`src/rtl/captura_clave_teclado.sv`:
```
// Keypad PIN capture: collects four decimal digits and delivers them as a 16-bit word,
// handling clear, early Enter and idle timeout so only complete PINs reach the access controller.
module captura_clave_teclado #(
  parameter int unsigned TIMEOUT_CICLOS = 1000
) (
  input  logic        clk,
  input  logic        reset,
  input  logic        habilitar,
  input  logic        tecla_valida,
  input  logic [3:0]  tecla,
  input  logic        tecla_enter,
  input  logic        tecla_borrar,
  output logic [15:0] clave_ingresada,
  output logic        clave_lista,
  output logic [2:0]  num_digitos,
  output logic        error_incompleta,
  output logic        error_timeout
);

  localparam int unsigned TIMER_W  = 16;
  localparam int unsigned DIGITS_W = 3;

  typedef enum logic [1:0] {
    INACTIVO = 2'd0,
    CAPTURA  = 2'd1,
    COMPLETA = 2'd2,
    ENTREGA  = 2'd3
  } state_t;

  state_t              state, state_n;
  logic [15:0]         buffer, buffer_n;
  logic [DIGITS_W-1:0] count_n;
  logic [TIMER_W-1:0]  timer, timer_n;
  logic [15:0]         clave_n;
  logic                lista_n, err_inc_n, err_to_n;
  logic                digito;

  assign digito = tecla_valida && (tecla <= 4'd9) && (state == CAPTURA);

  // State and output registers
  always_ff @(posedge clk) begin
    if (reset) begin
      state            <= INACTIVO;
      buffer           <= 16'd0;
      num_digitos      <= '0;
      timer            <= '0;
      clave_ingresada  <= 16'd0;
      clave_lista      <= 1'b0;
      error_incompleta <= 1'b0;
      error_timeout    <= 1'b0;
    end else begin
      state            <= state_n;
      buffer           <= buffer_n;
      num_digitos      <= count_n;
      timer            <= timer_n;
      clave_ingresada  <= clave_n;
      clave_lista      <= lista_n;
      error_incompleta <= err_inc_n;
      error_timeout    <= err_to_n;
    end
  end

  // Next-state logic; priority is habilitar, borrar, enter, digit, then timeout
  always_comb begin
    state_n   = state;
    buffer_n  = buffer;
    count_n   = num_digitos;
    timer_n   = timer;
    clave_n   = clave_ingresada;
    lista_n   = 1'b0;
    err_inc_n = 1'b0;
    err_to_n  = 1'b0;

    if (!habilitar) begin
      state_n  = INACTIVO;
      buffer_n = 16'd0;
      count_n  = '0;
      timer_n  = '0;
    end else begin
      case (state)
        INACTIVO: begin
          state_n = CAPTURA;
        end
        CAPTURA, COMPLETA: begin
          if (tecla_borrar) begin
            state_n  = CAPTURA;
            buffer_n = 16'd0;
            count_n  = '0;
            timer_n  = '0;
          end else if (tecla_enter) begin
            timer_n = '0;
            if (state == COMPLETA) begin
              clave_n = buffer;
              lista_n = 1'b1;
              state_n = ENTREGA;
            end else begin
              buffer_n  = 16'd0;
              count_n   = '0;
              err_inc_n = 1'b1;
            end
          end else if (digito) begin
            buffer_n = {buffer[11:0], tecla};
            count_n  = num_digitos + DIGITS_W'(1);
            timer_n  = '0;
            if (num_digitos == DIGITS_W'(3)) state_n = COMPLETA;
          end else if (num_digitos != '0) begin
            if (timer == TIMER_W'(TIMEOUT_CICLOS - 1)) begin
              state_n  = CAPTURA;
              buffer_n = 16'd0;
              count_n  = '0;
              timer_n  = '0;
              err_to_n = 1'b1;
            end else begin
              timer_n = timer + TIMER_W'(1);
            end
          end else begin
            timer_n = '0;
          end
        end
        ENTREGA: begin
          state_n  = CAPTURA;
          buffer_n = 16'd0;
          count_n  = '0;
          timer_n  = '0;
        end
        default: begin
          state_n  = INACTIVO;
          buffer_n = 16'd0;
          count_n  = '0;
          timer_n  = '0;
        end
      endcase
    end
  end

endmodule

```
`config.mk`:
```
export PLATFORM = sky130hd
export DESIGN_NAME = captura_clave_teclado
export DESIGN_NICKNAME = d
export VERILOG_FILES = /design/src/rtl/captura_clave_teclado.sv
export SDC_FILE = /design/constraint.sdc
export NUM_CORES = 1
export LEC_CHECK = 0
export ABC_AREA = 1
export BUFFER_PORTS_ARGS = -buffer_cell sky130_fd_sc_hd__buf_2
export CAP_MARGIN = 20
export CELL_PAD_IN_SITES_DETAIL_PLACEMENT = 1
export CELL_PAD_IN_SITES_GLOBAL_PLACEMENT = 1
export CORE_UTILIZATION = 45
export CTS_BUF_LIST = sky130_fd_sc_hd__clkbuf_4 sky130_fd_sc_hd__clkbuf_8 sky130_fd_sc_hd__clkbuf_16
export DETAILED_ROUTE_END_ITERATION = 8
export GPL_TIMING_DRIVEN = 0
export PLACE_DENSITY = 0.93
export SLEW_MARGIN = 20
export SYNTH_ARGS = -nofsm -noshare
export SYNTH_HDL_FRONTEND = slang
export SYNTH_SLANG_ARGS = --single-unit
```
`constraint.sdc`:
```
create_clock -name clk -period 4.8 [get_ports clk]
set_clock_uncertainty 0.15 [all_clocks]
set_input_delay 0.96 -clock clk [delete_from_list [all_inputs] [get_ports clk]]
set_output_delay 0.96 -clock clk [all_outputs]
set_load 0.01 [all_outputs]
```
==> results of run 1 <==
## state kept, by name, summed over array words and instances, names as in the netlist
register and count:
num_digitos 3, state 2, clave_lista 1, timer 16
buffer 16, error_timeout 1, clave_ingresada 16, error_incompleta 1
## final timing paths
check	from	end	slack, ns	depth (start not counted)
worst min-delay path	clave_ingresada[6]$_SDFFE_PP0P_	clave_ingresada[6]$_SDFFE_PP0P_	0.32	2
worst max-delay path	reset	state[0]$_SDFFE_PP0P_	2.66	5
worst max register to register	state[0]$_SDFFE_PP0P_	timer[14]$_SDFFE_PP0P_	2.78	11
worst min register to register	clave_ingresada[6]$_SDFFE_PP0P_	clave_ingresada[6]$_SDFFE_PP0P_	0.32	2
## area by class of cell
cell class	count	area share (%)
Clock buffer	5	2.13
Multi-Input combinational cell	312	46.6
Timing Repair Buffer	30	4.64
Sequential cell	56	34.6
Tap cell	75	2.90
Inverter	33	3.83
Clock inverter	3	0.734
Buffer	20	4.60
## synthesized netlist by cell type, types with 2 or more instances
cell and count:
clkbuf_1 5, a21oi_2 2, buf_4 2, nor4_1 2, nor2_1 48, buf_6 8
nor2_2 5, dfxtp_1 56, buf_2 5, nor2_4 3, inv_1 24, inv_2 8
a21oi_1 50, nand2_1 117, ha_1 9, nand3_1 53, nand4_1 2, nand2_2 3
o21ai_0 8, xnor2_1 2
## routing by layer
| layer | GRT usage, % | wire length (um) | up-vias |
|---|---|---|---|
| met3 | 4.07 | 261 | 9 |
| met4 | 5.79 | 85 | 0 |
| li1 | - | - | 1433 |
| met1 | 30.9 | 3580 | 1316 |
| met2 | 42.5 | 3730 | 52 |
| met5 | 0 | 0 | - |
## through the flow
step / total power, mW / setup WS, ns / util (%) / hold WS, ns
floorplan: 0.549 / 2.76 / - / 0.289
global placement: 0.571 / 2.41 / 51.9 / 0.298
detailed placement: 0.575 / 2.39 / 51.9 / 0.302
CTS: 0.835 / 2.65 / 53.4 / 0.319
global route: 0.867 / 2.51 / 53.4 / 0.342
finish: 0.831 / 2.66 / 53.4 / 0.319
## kinds of logic (layout without fill, tap and decap cells)
| logic type | after synthesis | after routing | share of synthesized area, % |
|---|---|---|---|
| and+or+nand+nor | 237 | 237 | 35.7 |
| AOI/OAI and AO/OA | 63 | 63 | 11.4 |
| DFF | 56 | 56 | 38.6 |
| buffers and inverters | 53 | 91 | 9.40 |
| adders and majority gates | 9 | 9 | 3.88 |
| xor gates and xnor gates | 3 | 3 | 0.906 |
## critical path: cells and delay by family
family                 cells  cell delay (ns)
AND/OR/NAND/NOR            3             0.67
buffers and inverters      2             0.60
## report_power, final
part	switching [mW]	internal [mW]
clock network	0.162	0.104
registers	0.00663	0.472
logic	0.0551	0.0313
==> flow_metrics.tcl, run 1 <==
set metrics [dict create \
    io_buffers 30 \
    worstMarginPinSlew_ns 0.523 \
    final_cell_mix "117 x nand2_1, 56 x dfxtp_1, 53 x nand3_1, 50 x a21oi_1, 48 x nor2_1" \
    rows 28 \
    report.final.slew_viol_count 0 \
    post_cts_resized 0 \
    drtPass1Iterations 4 \
    ys_async_sr_fraction_pct 0 \
    yosysTopAreaCellShare_pct 38.6 \
    wirelength_um 7670 \
    clock-sinks 56 \
    min_period_over_period_pct 44.5 \
    grt-ovfl-total 0 \
    syn-num-nets 440 \
    path_cells "buf_2, nor2_2, clkbuf_1, nand2_1, nor2_1" \
    final_cell_area_mm2 0.00324 \
    power-per-cell-area_mw_per_mm2 257 \
    ant_nets 0 \
    synth_area_mm2 0.00290 \
    startpoint_type "input pin" \
    cts_hold_buffers 0 \
    netlist_instances 421 \
    placed_area_mm2 0.00315 \
    critPathKind "in -> reg" \
    finalHoldViolCount 0 \
    rsz0062_at_grt "false" \
    n_antenna_cell 0 \
    gp_congestion 0.841 \
    cts_buffer_depth 2 \
    initialDrtViolationCount 107 \
    multiInputGateArea_mm2 0.00151 \
    crit_slowest_cell "nor2_2" \
    synthTopCellsByArea "dfxtp_1 39%, nand2_1 15%, nand3_1 9.1%, a21oi_1 8.6%, nor2_1 6.2%" \
    ys_ff_latch 56 \
    finalSetupViolCount 0 \
    regArea_mm2 0.00112 \
    drive_above_1_share_pct 16.8 \
    route.detailed.drc 0 \
    synth_edf_count 0 \
    num_vias 2810 \
    die_h_um 82.3 \
    cp-end-kind "register" \
    critPathMaxStageDelay_ns 0.45 \
    fin_crit_ns 2.14 \
    cp_max_fo 10 \
    cap_violations 0 \
    run_status "finished clean" \
    postSynthAreaPerCell_um2 6.89 \
    fin_nets 477 \
    p_leak_nw 1.29 \
    ys.flop_type "dfxtp_1" \
    vias_per_cell 5.26 \
    final_common_cell "nand2_1" \
    worst-endpoint-required_ns 4.90 \
    ir_drop_v 0.000167 \
    hpwl_um 5770 \
    dpl.cell_count 526 \
    n_fill_cell 810 \
    start_util_pct 47.9 \
    clock_latency_ns 0.31 \
    cts_root_buf "clkbuf_8" \
    yosysTopAreaCell "dfxtp_1" \
    stdcell_count 534 \
    max-slew-margin-rel_pct 65.1 \
    yosysWarningCount 0 \
    hold_path.class "reg -> reg" \
    htreeDepth 2 \
    die-width_um 82.3 \
    arrival_ns 2.24 \
    grt_first_pass_wirelength_um 12600 \
    clk_pin_slew_ns 0.11 \
    grt_use_total_pct 24.3 \
    grt_max_degree 19 \
    cts_tree "built" \
    fin_setup_tns_ns 0 \
    cts_made_buffers 5 \
    max_freq_mhz 468 \
    antenna_found_initial 0 \
    area_growth_pct 11.6 \
    die-area_mm2 0.00677 \
    io_pins 32 \
    core_area_mm2 0.00606 \
    avgRoutedWirePerCell_um 14.4 \
    seq_area_frac_synth_pct 38.6 \
    first_global_vias 2681 \
    synth_cell_type_count 29 \
    post_cts_buffers 0 \
]
No activity file was read; power rests on OpenSTA's default activity.
==> inputs of run 2 (changes only) <==
Settings changed: CORE_UTILIZATION 45 to 38, PLACE_DENSITY 0.93 to 0.85.
Clock period 4.8 ns to 1.9 ns, I/O delays scaled along.
==> flow_metrics.tcl, run 2 (synthesis gave the netlist of run 1 again) <==
set metrics [dict create \
    run_status "finished clean" \
    regArea_mm2 0.00113 \
    antenna_found_initial 0 \
    cts_tree "built" \
    worstMarginPinSlew_ns 0.584 \
    place_ws_ns -0.108 \
    hold_path.class "in -> reg" \
    clock_latency_ns 0.32 \
    cts_root_buf "clkbuf_8" \
    report.final.slew_viol_count 0 \
    die_h_um 89.4 \
    ant_nets 0 \
    die-area_mm2 0.00799 \
    hp-start "reset" \
    arrival_ns 1.89 \
    first_global_vias 2643 \
    avgRoutedWirePerCell_um 13.9 \
    ir_drop_v 0.000443 \
    stdcell_count 567 \
    grt-ovfl-total 0 \
    dpl.cell_count 550 \
    whs_path_depth 2 \
    finalHoldViolCount 0 \
    grt_first_pass_wirelength_um 12200 \
    die-width_um 89.4 \
    rows 31 \
    n_antenna_cell 0 \
    hold_path_end "clave_ingresada[1]$_SDFFE_PP0P_" \
    power-per-cell-area_mw_per_mm2 635 \
    start_util_pct 39.6 \
    fin_setup_tns_ns 0 \
    drive_above_1_share_pct 20.9 \
    core_area_mm2 0.00733 \
    rrSetupSlack_ns 0.08 \
    rr_worst_depth 10 \
    vias_per_cell 5.05 \
    final_common_cell "nand2_1" \
    critPathKind "reg -> reg" \
    gp_congestion 0.832 \
    io_buffers 30 \
    finalSetupViolCount 0 \
    htreeDepth 2 \
    cap_violations 0 \
    cts_hold_buffers 0 \
    setup_slack_ns 0.0779 \
    cp-end-kind "register" \
    grt_max_degree 20 \
    area_growth_pct 16.9 \
    grt_use_total_pct 19.9 \
    clk_pin_slew_ns 0.12 \
    drtPass1Iterations 4 \
    initialDrtViolationCount 128 \
    top_regs "buffer (16), clave_ingresada (16), timer (16)" \
    worst-endpoint-required_ns 1.97 \
    startpoint_type "register" \
    n_fill_cell 978 \
    r2r-start "state[0]$_SDFFE_PP0P_" \
    fin_crit_ns 1.82 \
    io_pins 32 \
    cp_max_fo 10 \
    p_leak_nw 1.35 \
    clock-sinks 56 \
    multiInputGateArea_mm2 0.00154 \
    r2r_end "buffer[15]$_SDFFE_PP0P_" \
    cts_buffer_depth 2 \
    min_period_over_period_pct 95.9 \
    holdWs_ns 0.181 \
    cts_made_buffers 5 \
    max_freq_mhz 549 \
    hpwl_um 5700 \
    fin_nets 486 \
    wirelength_um 7890 \
    max-slew-margin-rel_pct 61.0 \
    num_vias 2866 \
    route.detailed.drc 0 \
    final_cell_mix "115 x nand2_1, 53 x nand3_1, 53 x dfxtp_1, 49 x a21oi_1, 48 x nor2_1" \
]
run 2: how the worst max path moves through the flow:
stage               slack [ns]                   from                      end  cells past startpoint
floorplan                 0.17  state[0]$_SDFFE_PP0P_    state[0]$_SDFFE_PP0P_                     10
global placement         -0.04  state[0]$_SDFFE_PP0P_   timer[10]$_SDFFE_PP0P_                     11
detailed placement       -0.11  state[0]$_SDFFE_PP0P_    timer[1]$_SDFFE_PP0P_                     11
CTS                      0.007  state[0]$_SDFFE_PP0P_   buffer[5]$_SDFFE_PP0P_                     10
global route             -0.05  state[0]$_SDFFE_PP0P_   buffer[1]$_SDFFE_PP0P_                     11
finish                    0.08  state[0]$_SDFFE_PP0P_  buffer[15]$_SDFFE_PP0P_                     10
run 2: timing repair:
action / 4_1_cts / 5_1_grt
pin swaps: 1 / 4
resized for setup: 3 / 15
endpoints found under the hold margin: 0 / 0
buffers inserted: 2 / 6
setup endpoints to repair: 43 / 47
gates cloned: 0 / 2
run 2: metrics by stage:
stage	utilization, %	area (um2)	total power, mW
finish	46.3	3390	2.15
global route	46.3	3390	2.26
CTS	44.8	3290	2.16
detailed placement	43.3	3180	1.45
global placement	43.3	3180	1.44
floorplan	-	2900	1.39
run 2: power by group:
part | switching (mW) | total (mW) | internal, mW
clock | 0.438 | 0.710 | 0.272
sequential | 0.0166 | 1.21 | 1.19
combinational | 0.146 | 0.235 | 0.0890
total | 0.600 | 2.15 | 1.55
run 2: cell type report:
class | instances | area share, %
sequential | 56 | 33.2
timing repair buffer | 40 | 6.86
clock inverter | 3 | 0.811
clock buffer | 5 | 2.03
inverter | 33 | 3.80
tap | 99 | 3.65
buffer | 19 | 4.35
multi-input combinational | 312 | 45.3
run 2: metal layers:
layer	vias up	share of wire, %	track usage (%)
li1	1447	-	-
met1	1367	46	24.8
met2	42	50	35.0
met3	10	2.6	3.23
met4	0	1.5	6.20
met5	-	0	0
run 2: critical path: stages (launching register included):
cell and delay, ns:
dfxtp_2 0.38, inv_2 0.07, ha_4 0.25, nand2_2 0.07, nor2_2 0.13, inv_1 0.09
nor2_4 0.10, nand2_4 0.09, buf_6 0.16, a21oi_1 0.14, nor2_1 0.07
